<file path="config.mk">
export PLATFORM = sky130hd
export DESIGN_NAME = morse_char_assembler
export DESIGN_NICKNAME = d
export VERILOG_FILES = /design/src/rtl/morse_char_assembler.sv
export SDC_FILE = /design/constraint.sdc
export NUM_CORES = 1
export LEC_CHECK = 0
export ABC_AREA = 1
export CAP_MARGIN = 5
export CORE_ASPECT_RATIO = 0.6
export CORE_MARGIN = 3
export CORE_UTILIZATION = 45
export CTS_CLUSTER_SIZE = 30
export DETAILED_ROUTE_END_ITERATION = 8
export PLACE_DENSITY = 0.65
export RECOVER_POWER = 50
export SYNTH_ARGS = -nofsm -noshare
export SYNTH_HDL_FRONTEND = slang
export SYNTH_SLANG_ARGS = --single-unit
</file>
<file path="constraint.sdc">
create_clock -name clk -period 3.17 [get_ports clk]
set_clock_uncertainty 0.1 [all_clocks]
set_input_delay 0.4755 -clock clk [delete_from_list [all_inputs] [get_ports clk]]
set_output_delay 0.4755 -clock clk [all_outputs]
set_load 0.01 [all_outputs]
</file>
<file path="src/rtl/morse_char_assembler.sv">
// Morse keying pulses to ASCII: a 5-bit symbol register, a table decoder and a
// two-state emit FSM feeding a circular character FIFO with a valid/ready head.
module morse_char_assembler #(
  parameter int unsigned DEPTH = 8
) (
  input  logic       clk,
  input  logic       reset_n,
  input  logic       dot_i,
  input  logic       dash_i,
  input  logic       lg_i,
  input  logic       wg_i,
  input  logic       clear_i,
  output logic [7:0] char_data_o,
  output logic       char_valid_o,
  input  logic       char_ready_i,
  output logic       fifo_full_o,
  output logic       overflow_o,
  output logic       sym_err_o
);

  localparam int unsigned AW = $clog2(DEPTH);
  localparam int unsigned CW = AW + 1;

  typedef enum logic {StCollect, StSpacePend} state_e;

  state_e            state_q, state_d;
  logic [2:0]        len_q, len_d, len_eff;
  logic [4:0]        code_q, code_d, code_eff;
  logic              bad_q, bad_d, bad_eff;
  logic [7:0]        dec_char;
  logic              push, dec_push, sym_flush;
  logic [7:0]        push_char;
  logic [7:0]        mem_q [DEPTH];
  logic [AW-1:0]     wptr_q, wptr_d, rptr_q, rptr_d;
  logic [CW-1:0]     count_q, count_d;
  logic              overflow_q, overflow_d, sym_err_q, sym_err_d;
  logic              full, pop, wr_en;

  // Effective symbol: the register with this cycle's pulse already appended.
  always_comb begin
    len_eff  = len_q;
    code_eff = code_q;
    bad_eff  = bad_q;
    if (dot_i | dash_i) begin
      if (len_q == 3'd5) begin
        bad_eff = 1'b1;
      end else begin
        code_eff = {code_q[3:0], dash_i};
        len_eff  = len_q + 3'd1;
      end
      if (dot_i & dash_i) bad_eff = 1'b1;
    end
  end

  always_comb begin
    dec_char = 8'h3F;
    case ({len_eff, code_eff})
      {3'd1, 5'b00000}: dec_char = 8'h45; // E
      {3'd1, 5'b00001}: dec_char = 8'h54; // T
      {3'd2, 5'b00000}: dec_char = 8'h49; // I
      {3'd2, 5'b00001}: dec_char = 8'h41; // A
      {3'd2, 5'b00010}: dec_char = 8'h4E; // N
      {3'd2, 5'b00011}: dec_char = 8'h4D; // M
      {3'd3, 5'b00000}: dec_char = 8'h53; // S
      {3'd3, 5'b00001}: dec_char = 8'h55; // U
      {3'd3, 5'b00010}: dec_char = 8'h52; // R
      {3'd3, 5'b00011}: dec_char = 8'h57; // W
      {3'd3, 5'b00100}: dec_char = 8'h44; // D
      {3'd3, 5'b00101}: dec_char = 8'h4B; // K
      {3'd3, 5'b00110}: dec_char = 8'h47; // G
      {3'd3, 5'b00111}: dec_char = 8'h4F; // O
      {3'd4, 5'b00000}: dec_char = 8'h48; // H
      {3'd4, 5'b00001}: dec_char = 8'h56; // V
      {3'd4, 5'b00010}: dec_char = 8'h46; // F
      {3'd4, 5'b00100}: dec_char = 8'h4C; // L
      {3'd4, 5'b00110}: dec_char = 8'h50; // P
      {3'd4, 5'b00111}: dec_char = 8'h4A; // J
      {3'd4, 5'b01000}: dec_char = 8'h42; // B
      {3'd4, 5'b01001}: dec_char = 8'h58; // X
      {3'd4, 5'b01010}: dec_char = 8'h43; // C
      {3'd4, 5'b01011}: dec_char = 8'h59; // Y
      {3'd4, 5'b01100}: dec_char = 8'h5A; // Z
      {3'd4, 5'b01101}: dec_char = 8'h51; // Q
      {3'd5, 5'b01111}: dec_char = 8'h31;
      {3'd5, 5'b00111}: dec_char = 8'h32;
      {3'd5, 5'b00011}: dec_char = 8'h33;
      {3'd5, 5'b00001}: dec_char = 8'h34;
      {3'd5, 5'b00000}: dec_char = 8'h35;
      {3'd5, 5'b10000}: dec_char = 8'h36;
      {3'd5, 5'b11000}: dec_char = 8'h37;
      {3'd5, 5'b11100}: dec_char = 8'h38;
      {3'd5, 5'b11110}: dec_char = 8'h39;
      {3'd5, 5'b11111}: dec_char = 8'h30;
      default:          dec_char = 8'h3F;
    endcase
    if (bad_eff) dec_char = 8'h3F;
  end

  always_ff @(posedge clk or negedge reset_n) begin
    if (!reset_n) state_q <= StCollect;
    else          state_q <= state_d;
  end

  always_comb begin
    state_d = state_q;
    unique case (state_q)
      StCollect:   if (wg_i && len_eff != 3'd0) state_d = StSpacePend;
      StSpacePend: state_d = StCollect;
      default:     state_d = StCollect;
    endcase
    if (clear_i) state_d = StCollect;
  end

  always_comb begin
    push      = 1'b0;
    push_char = 8'h20;
    dec_push  = 1'b0;
    sym_flush = 1'b0;
    unique case (state_q)
      StCollect: begin
        if ((lg_i | wg_i) && len_eff != 3'd0) begin
          push      = 1'b1;
          push_char = dec_char;
          dec_push  = 1'b1;
          sym_flush = 1'b1;
        end else if (wg_i) begin
          push = 1'b1;
        end
      end
      StSpacePend: push = 1'b1;
      default: ;
    endcase
  end

  assign full  = count_q[AW];
  assign pop   = char_valid_o & char_ready_i;
  assign wr_en = push & ~clear_i & (~full | pop);

  always_comb begin
    len_d      = len_eff;
    code_d     = code_eff;
    bad_d      = bad_eff;
    wptr_d     = wptr_q;
    rptr_d     = rptr_q;
    count_d    = count_q;
    overflow_d = overflow_q | (push & full & ~pop);
    sym_err_d  = sym_err_q | (dec_push & (dec_char == 8'h3F));
    if (sym_flush) begin
      len_d  = 3'd0;
      code_d = 5'd0;
      bad_d  = 1'b0;
    end
    if (wr_en) wptr_d = wptr_q + AW'(1);
    if (pop)   rptr_d = rptr_q + AW'(1);
    if (wr_en && !pop)      count_d = count_q + CW'(1);
    else if (!wr_en && pop) count_d = count_q - CW'(1);
    if (clear_i) begin
      len_d      = 3'd0;
      code_d     = 5'd0;
      bad_d      = 1'b0;
      wptr_d     = '0;
      rptr_d     = '0;
      count_d    = '0;
      overflow_d = 1'b0;
      sym_err_d  = 1'b0;
    end
  end

  always_ff @(posedge clk or negedge reset_n) begin
    if (!reset_n) begin
      len_q      <= 3'd0;
      code_q     <= 5'd0;
      bad_q      <= 1'b0;
      wptr_q     <= '0;
      rptr_q     <= '0;
      count_q    <= '0;
      overflow_q <= 1'b0;
      sym_err_q  <= 1'b0;
    end else begin
      len_q      <= len_d;
      code_q     <= code_d;
      bad_q      <= bad_d;
      wptr_q     <= wptr_d;
      rptr_q     <= rptr_d;
      count_q    <= count_d;
      overflow_q <= overflow_d;
      sym_err_q  <= sym_err_d;
    end
  end

  always_ff @(posedge clk) begin
    if (wr_en) mem_q[wptr_q] <= push_char;
  end

  assign char_valid_o = (count_q != '0);
  // Gate the head so stale RAM contents never show while empty.
  assign char_data_o  = char_valid_o ? mem_q[rptr_q] : 8'h00;
  assign fifo_full_o  = full;
  assign overflow_o   = overflow_q;
  assign sym_err_o    = sym_err_q;

endmodule
</file>
==> qor.yml, run 1 <==
synth_cell_types: 36
synth.net_count: 540
cts_tree: "yes"
outcome: "finished clean"
crit_chain: "ha_2, nand2_4, o21ai_2, buf_4, nand2_1, nand2_1, buf_4, nand3_1, o21ai_1, nand2_1, nand2_1, a21oi_2, nand2_2, ha_4, nand2_1, o21ai_1, xor2_1, o22ai_1"
min_path_type: "flop to flop"
grt_pass1_wl_mm: 17.9
required_ns: 3.28
start_kind: "flop"
synth_seq_cells: 78
design_area_um2: 5350
initial_core_util_pct: 47.2
drv_slew: 0
r2r-end: "count_q[3]"
grt_use_total_pct: 20.3
grt_overflow_total: 0
insertion_delay_ns: 0.33
cts_root_buffer: "clkbuf_16"
vdd_drop_max_mv: 0.449
n_antenna_cell: 0
swShare_pct: 33.7
pwr-share-seq_pct: 36.7
cts_setup_buffers: 0
yosysSeqAreaShare_pct: 50.3
internal-power_uw: 2360
combPwrFrac_pct: 34.2
power.leakage_uw: 0.00237
crit_fanout: 8
crit_start: "len_q[0]"
die_y_um: 82.9
h-tree-depth: 3
maxCapViolations: 0
cpLargestDelayFamily: "simple AND/OR/NAND/NOR gates"
r2r_slack_ns: 0.22
hpwlAfterDp_mm: 8.10
fmax_mhz: 339
syn_area_per_cell_um2: 8.45
cts.sinks: 78
pwr_density_cell_nw_per_um2: 665
path_buf_inv: 2
layout_worst_path_cycle_share_pct: 93.2
post-route-min-period_ns: 2.95
via_per_inst: 5.29
yosysWarningCount: 0
ant_nets: 0
end_kind: "flop"
antenna_found_initial: 0
syn-cell-area_um2: 4440
die-width_um: 134
ios: 20
ff2ff_path_depth: 18
drc: 0
fp.coreArea_um2: 9390
hold_viol_final: 0
max_slew_margin_pct: 13.8
area_growth_pct: 20.7
via_count: 3792
reg2reg_from: "len_q[0]"
dr.pass1.iters: 5
slowest_delay_ns: 0.43
fin_nets: 597
grt_max_degree: 30
numCtsBuffers: 9
grt_pass1_vias: 3515
rows: 27
p_switching_uw: 1200
crit_slowest_cell: "dfrtp_1"
cp-endpoint: "count_q[3]"
drt-initial-drc-count: 373
drive_above_1_share_pct: 19.6
place.gp.congestion: 0.927
placed_area_um2: 5010
clk_pin_slew_worst_paths_ns: 0.06
worst_path_most_repeated_cell: "nand2_1"
synth_cells: 525
cp_num_cells: 18
utilization_pct: 57.0
wl_per_cell_um: 15.3
p_clk_share_pct: 29.1
routed_wl_mm: 11.0
setup_viol: 0
critPathKind: "flop to flop"
clockBufferDepth: 2
io_buffers: 18
tightest_slew_ns: 1.29
die_area_um2: 11100
arrival_ns: 3.06
-- sequential cells by signal, indices dropped and copies added (netlist names) --
signal	count
mem_q	56
code_q	5
count_q	4
len_q	3
rptr_q	3
wptr_q	3
bad_q	1
overflow_o	1
state_q	1
sym_err_o	1
-- synthesized netlist by cell type --
library cell / number / area share [%]
a21oi_1: 9 / 1.0
a21oi_2: 1 / 0.20
a31oi_1: 8 / 1.1
buf_4: 1 / 0.17
buf_6: 4 / 1.0
clkbuf_1: 9 / 0.76
conb_1: 1 / 0.085
dfrtp_1: 22 / 12
edfxtp_1: 56 / 38
fa_1: 1 / 0.45
ha_1: 6 / 1.7
inv_1: 41 / 3.5
inv_2: 2 / 0.17
nand2_1: 112 / 9.5
nand2_2: 18 / 2.5
nand2_4: 7 / 1.8
nand2_8: 1 / 0.45
nand3_1: 32 / 3.6
nand3_2: 5 / 1.1
nand3b_1: 1 / 0.17
nand4_1: 6 / 0.85
nor2_1: 100 / 8.5
nor2_2: 9 / 1.3
nor2_4: 3 / 0.76
nor2_8: 1 / 0.45
nor3_1: 1 / 0.11
nor4_1: 1 / 0.14
o211ai_1: 1 / 0.17
o21a_1: 2 / 0.34
o21ai_0: 47 / 5.3
o21ai_1: 3 / 0.34
o21ai_2: 1 / 0.20
o22ai_1: 9 / 1.3
o31ai_1: 1 / 0.17
or2_2: 1 / 0.14
xor2_1: 2 / 0.39
-- stage by stage --
stage                     hold WS [ns]  TNS (ns)  instances  worst slack [ns]  power, uW
after floorplan                 0.0799         0        525             0.503       2020
after global placement           0.382    -0.809        701           -0.0485       2480
after detailed placement         0.397     -2.67        701            -0.153       2490
after CTS                        0.406         0        717            0.0485       3530
after global routing             0.443   -0.0183        717           -0.0183       3770
final                            0.405         0        717             0.216       3560
-- how the worst min path moves through the flow --
stage          startpoint          to  slack, ns  cells after the start
2_1_floorplan     reset_n       bad_q       0.08                      0
3_3_place_gp   overflow_o  overflow_o       0.38                      2
3_5_place_dp   overflow_o  overflow_o       0.40                      2
4_1_cts           reset_n   wptr_q[2]       0.41                      2
5_1_grt        count_q[0]  count_q[0]       0.44                      1
6_report       count_q[0]  count_q[0]       0.41                      1
-- power groups by stage --
stage	clock [uW]	combinational, uW	sequential, uW
floorplan	0	703	1320
global placement	0	1160	1320
detailed placement	0	1170	1320
CTS	1040	1180	1300
global route	1090	1370	1320
finish	1040	1220	1310
-- repair_timing --
action,CTS,global route
setup endpoints to repair,0,43
gates resized for setup,0,12
hold buffers,0,0
-- layout make-up --
| type | count | area [um2] |
|---|---|---|
| Fill cell | 845 | 4040 |
| Inverter | 43 | 161 |
| Tap cell | 130 | 163 |
| Clock inverter | 5 | 60.1 |
| Sequential cell | 78 | 2230 |
| Clock buffer | 11 | 243 |
| Timing Repair Buffer | 60 | 492 |
| Multi-Input combinational cell | 390 | 2000 |
-- layout by cell type (no fill, tap or decap), types with 3 or more instances in the layout --
cell             Yosys  routed
a21oi_1              9       3
nor2_4               3       3
nand2_4              7       8
inv_1               41      41
o21ai_1              3       4
clkinvlp_4           0       4
dfrtp_1             22      22
o22ai_1              9       9
nand3_2              5       5
buf_4                1      41
nand2_1            112     111
a31oi_1              8       8
ha_1                 6       4
nand3_1             32      32
o21ai_0             47      46
nand4_1              6       6
edfxtp_1            56      56
clkbuf_16            0       9
a21oi_2              1       7
nor2_2               9      10
nor2_1             100      99
nand2_2             18      18
clkdlybuf4s50_1      0      17
-- logic make-up after synthesis --
family	share of synthesized area (%)
AOI/OAI and AO/OA	10.1
xor gates and xnor gates	0.395
adders and majority gates	2.14
buffers and inverters	5.59
DFF	50.3
other	0.0845
and+or+nand+nor	31.3
-- layer usage --
layer  global-route usage, %  vias up  wire length [um]
met5                       0        -                 0
met4                    3.33        0                48
met3                    5.63        4               889
met2                    26.6      126              4340
met1                    33.3     1793              5690
li1                        -     1869                 -
Note: power is estimated with default switching activity, not from simulation.
==> inputs of run 2 (changes only) <==
--- a/config.mk
+++ b/config.mk
@@ -14,6 +14,7 @@
 export DETAILED_ROUTE_END_ITERATION = 8
 export PLACE_DENSITY = 0.65
 export RECOVER_POWER = 50
+export SKIP_CTS_REPAIR_TIMING = 1
 export SYNTH_ARGS = -nofsm -noshare
 export SYNTH_HDL_FRONTEND = slang
 export SYNTH_SLANG_ARGS = --single-unit
==> results of run 2 <==
Final layout, timing and power as in run 1 (identical DEF).
==> inputs of run 3 (changes only) <==
==> constraint.sdc (replaced) <==
create_clock -name clk -period 2.9 [get_ports clk]
set_clock_uncertainty 0.1 [all_clocks]
set_input_delay 0.435 -clock clk [delete_from_list [all_inputs] [get_ports clk]]
set_output_delay 0.435 -clock clk [all_outputs]
set_load 0.01 [all_outputs]
==> run 3 against run 2 <==
Net effect: worst hold slack about the same; clock-buffer cell count stayed put; non-clock buffer count up 35; worst setup slack worse by 0.11 ns; sequential share of layout area decreased by 2.9 points; die area is the same; critical endpoint unchanged; largest cell class unchanged; highest routed layer unchanged.
==> qor.yml, run 3 (synthesized netlist as in run 1, its figures left out) <==
outcome: "finished clean"
drc: 0
wl_per_cell_um: 15.4
start_kind: "flop"
die_area_um2: 11100
vdd_drop_max_mv: 0.484
tightest_slew_ns: 1.27
r2r-end: "count_q[3]"
area_growth_pct: 29.9
n_antenna_cell: 0
numCtsBuffers: 9
ff2ff_path_depth: 17
setup_viol: 0
timing.hold.ws_ns: 0.405
drive_above_1_share_pct: 26.8
pwr-share-seq_pct: 35.9
clk_pin_slew_worst_paths_ns: 0.06
place_ws_ns: -0.348
design_area_um2: 5760
initial_core_util_pct: 47.2
via_count: 3950
pwr_density_cell_nw_per_um2: 688
utilization_pct: 61.3
hold_end: "count_q[0]"
grt_overflow_total: 0
antenna_found_initial: 0
die_y_um: 82.9
cts_tree: "yes"
p_total_uw: 3970
place.gp.congestion: 0.961
power.leakage_uw: 0.00261
reg2reg_from: "len_q[0]"
hold_viol_final: 0
arrival_ns: 2.91
drv_slew: 0
fin_nets: 632
fin_ws_ns: 0.105
grt_use_total_pct: 20.7
largest_reg_flops: 56
p_clk_share_pct: 28.6
post-route-min-period_ns: 2.79
grt_pass1_wl_mm: 18.3
grt_max_degree: 31
ios: 20
fp.coreArea_um2: 9390
hpwlAfterDp_mm: 8.32
fmax_mhz: 358
final_cell_mix: "nand2_1 (106), nor2_1 (95), buf_4 (66)"
critPathKind: "flop to flop"
h-tree-depth: 3
ant_nets: 0
routed_wl_mm: 11.6
swShare_pct: 33.7
drt-initial-drc-count: 283
whs_path_depth: 1
layout_worst_path_cycle_share_pct: 96.4
grt_pass1_vias: 3684
placed_area_um2: 5250
top_regs: "mem_q (56), code_q (5), count_q (4)"
final_common_cell: "nand2_1"
die-width_um: 134
fillers: 812
end_kind: "flop"
min_path_type: "flop to flop"
regMostFlops: "mem_q"
required_ns: 3.01
max_slew_margin_pct: 15.1
internal-power_uw: 2630
cts.sinks: 78
min_from: "count_q[0]"
cts_root_buffer: "clkbuf_16"
clockBufferDepth: 2
r2r_slack_ns: 0.11
p_switching_uw: 1340
io_buffers: 18
combPwrFrac_pct: 35.5
maxCapViolations: 0
dr.pass1.iters: 5
crit_fanout: 5
insertion_delay_ns: 0.34
via_per_inst: 5.25
rows: 27
==> run 3: changes by cell type in the layout (fill, tap and decap cells not counted), sizes merged <==
cell,before,now
buf,41,76
clkdlybuf4s50,17,12
clkinv,0,3
dlygate4sd3,1,4
clkinvlp,4,2
dlymetal6s2s,0,2
inv,43,42
==> run 3: critical path, stage by stage, from the launching register on <==
cell and delay, ns:
dfrtp_1 0.41, buf_6 0.12, ha_2 0.17, inv_1 0.05, o21ai_0 0.19, nand2_2 0.12, buf_4 0.15, nand3_2 0.07
o21ai_2 0.06, nand2_1 0.08, nand2_1 0.09, a21oi_2 0.15, nand2_2 0.12, ha_4 0.29, nand2_1 0.05, o21ai_1 0.16
xor2_1 0.19, o22ai_1 0.09
==> run 3: how the worst max path moves through the flow <==
stage	from	end	slack [ns]	cells past startpoint
after CTS	len_q[0]	count_q[3]	-0.07	18
after global placement	dot_i	mem_q[0][4]	-0.29	15
after global routing	len_q[0]	sym_err_o	-0.04	20
after detailed placement	dash_i	count_q[3]	-0.35	16
final	len_q[0]	count_q[3]	0.11	17
after floorplan	len_q[1]	count_q[3]	0.23	17
==> run 3: power by group through the flow <==
| stage | combinational (uW) | clock [uW] | sequential (uW) |
|---|---|---|---|
| final | 1410 | 1130 | 1420 |
| after global placement | 1300 | 0 | 1440 |
| after floorplan | 768 | 0 | 1440 |
| after CTS | 1340 | 1150 | 1420 |
| after detailed placement | 1330 | 0 | 1440 |
| after global routing | 1560 | 1200 | 1440 |
==> run 3: final cells by class <==
class / instances / area (um2) / share of cell area (%)
multi-input combinational: 390 / 2080 / 36.1
timing repair buffer: 95 / 817 / 14.2
tap: 130 / 163 / 2.82
sequential: 78 / 2230 / 38.7
inverter: 43 / 165 / 2.87
clock inverter: 5 / 60.1 / 1.04
clock buffer: 11 / 243 / 4.21
==> run 3: routing by layer <==
layer	global-route usage (%)	wire length [um]	part of all wire (%)	up-vias
met1	31.9	5680	49	1833
met4	5.45	121	1.0	0
met2	27.4	4750	41	166
met3	7.45	1060	9.2	17
met5	0	0	0	-
li1	-	-	-	1934
==> run 3: per-stage QoR <==
step | TNS (ns) | cells
final | 0 | 752
after CTS | -0.956 | 744
after detailed placement | -16.90 | 728
after floorplan | 0 | 525
after global placement | -13.77 | 728
after global routing | -0.229 | 752
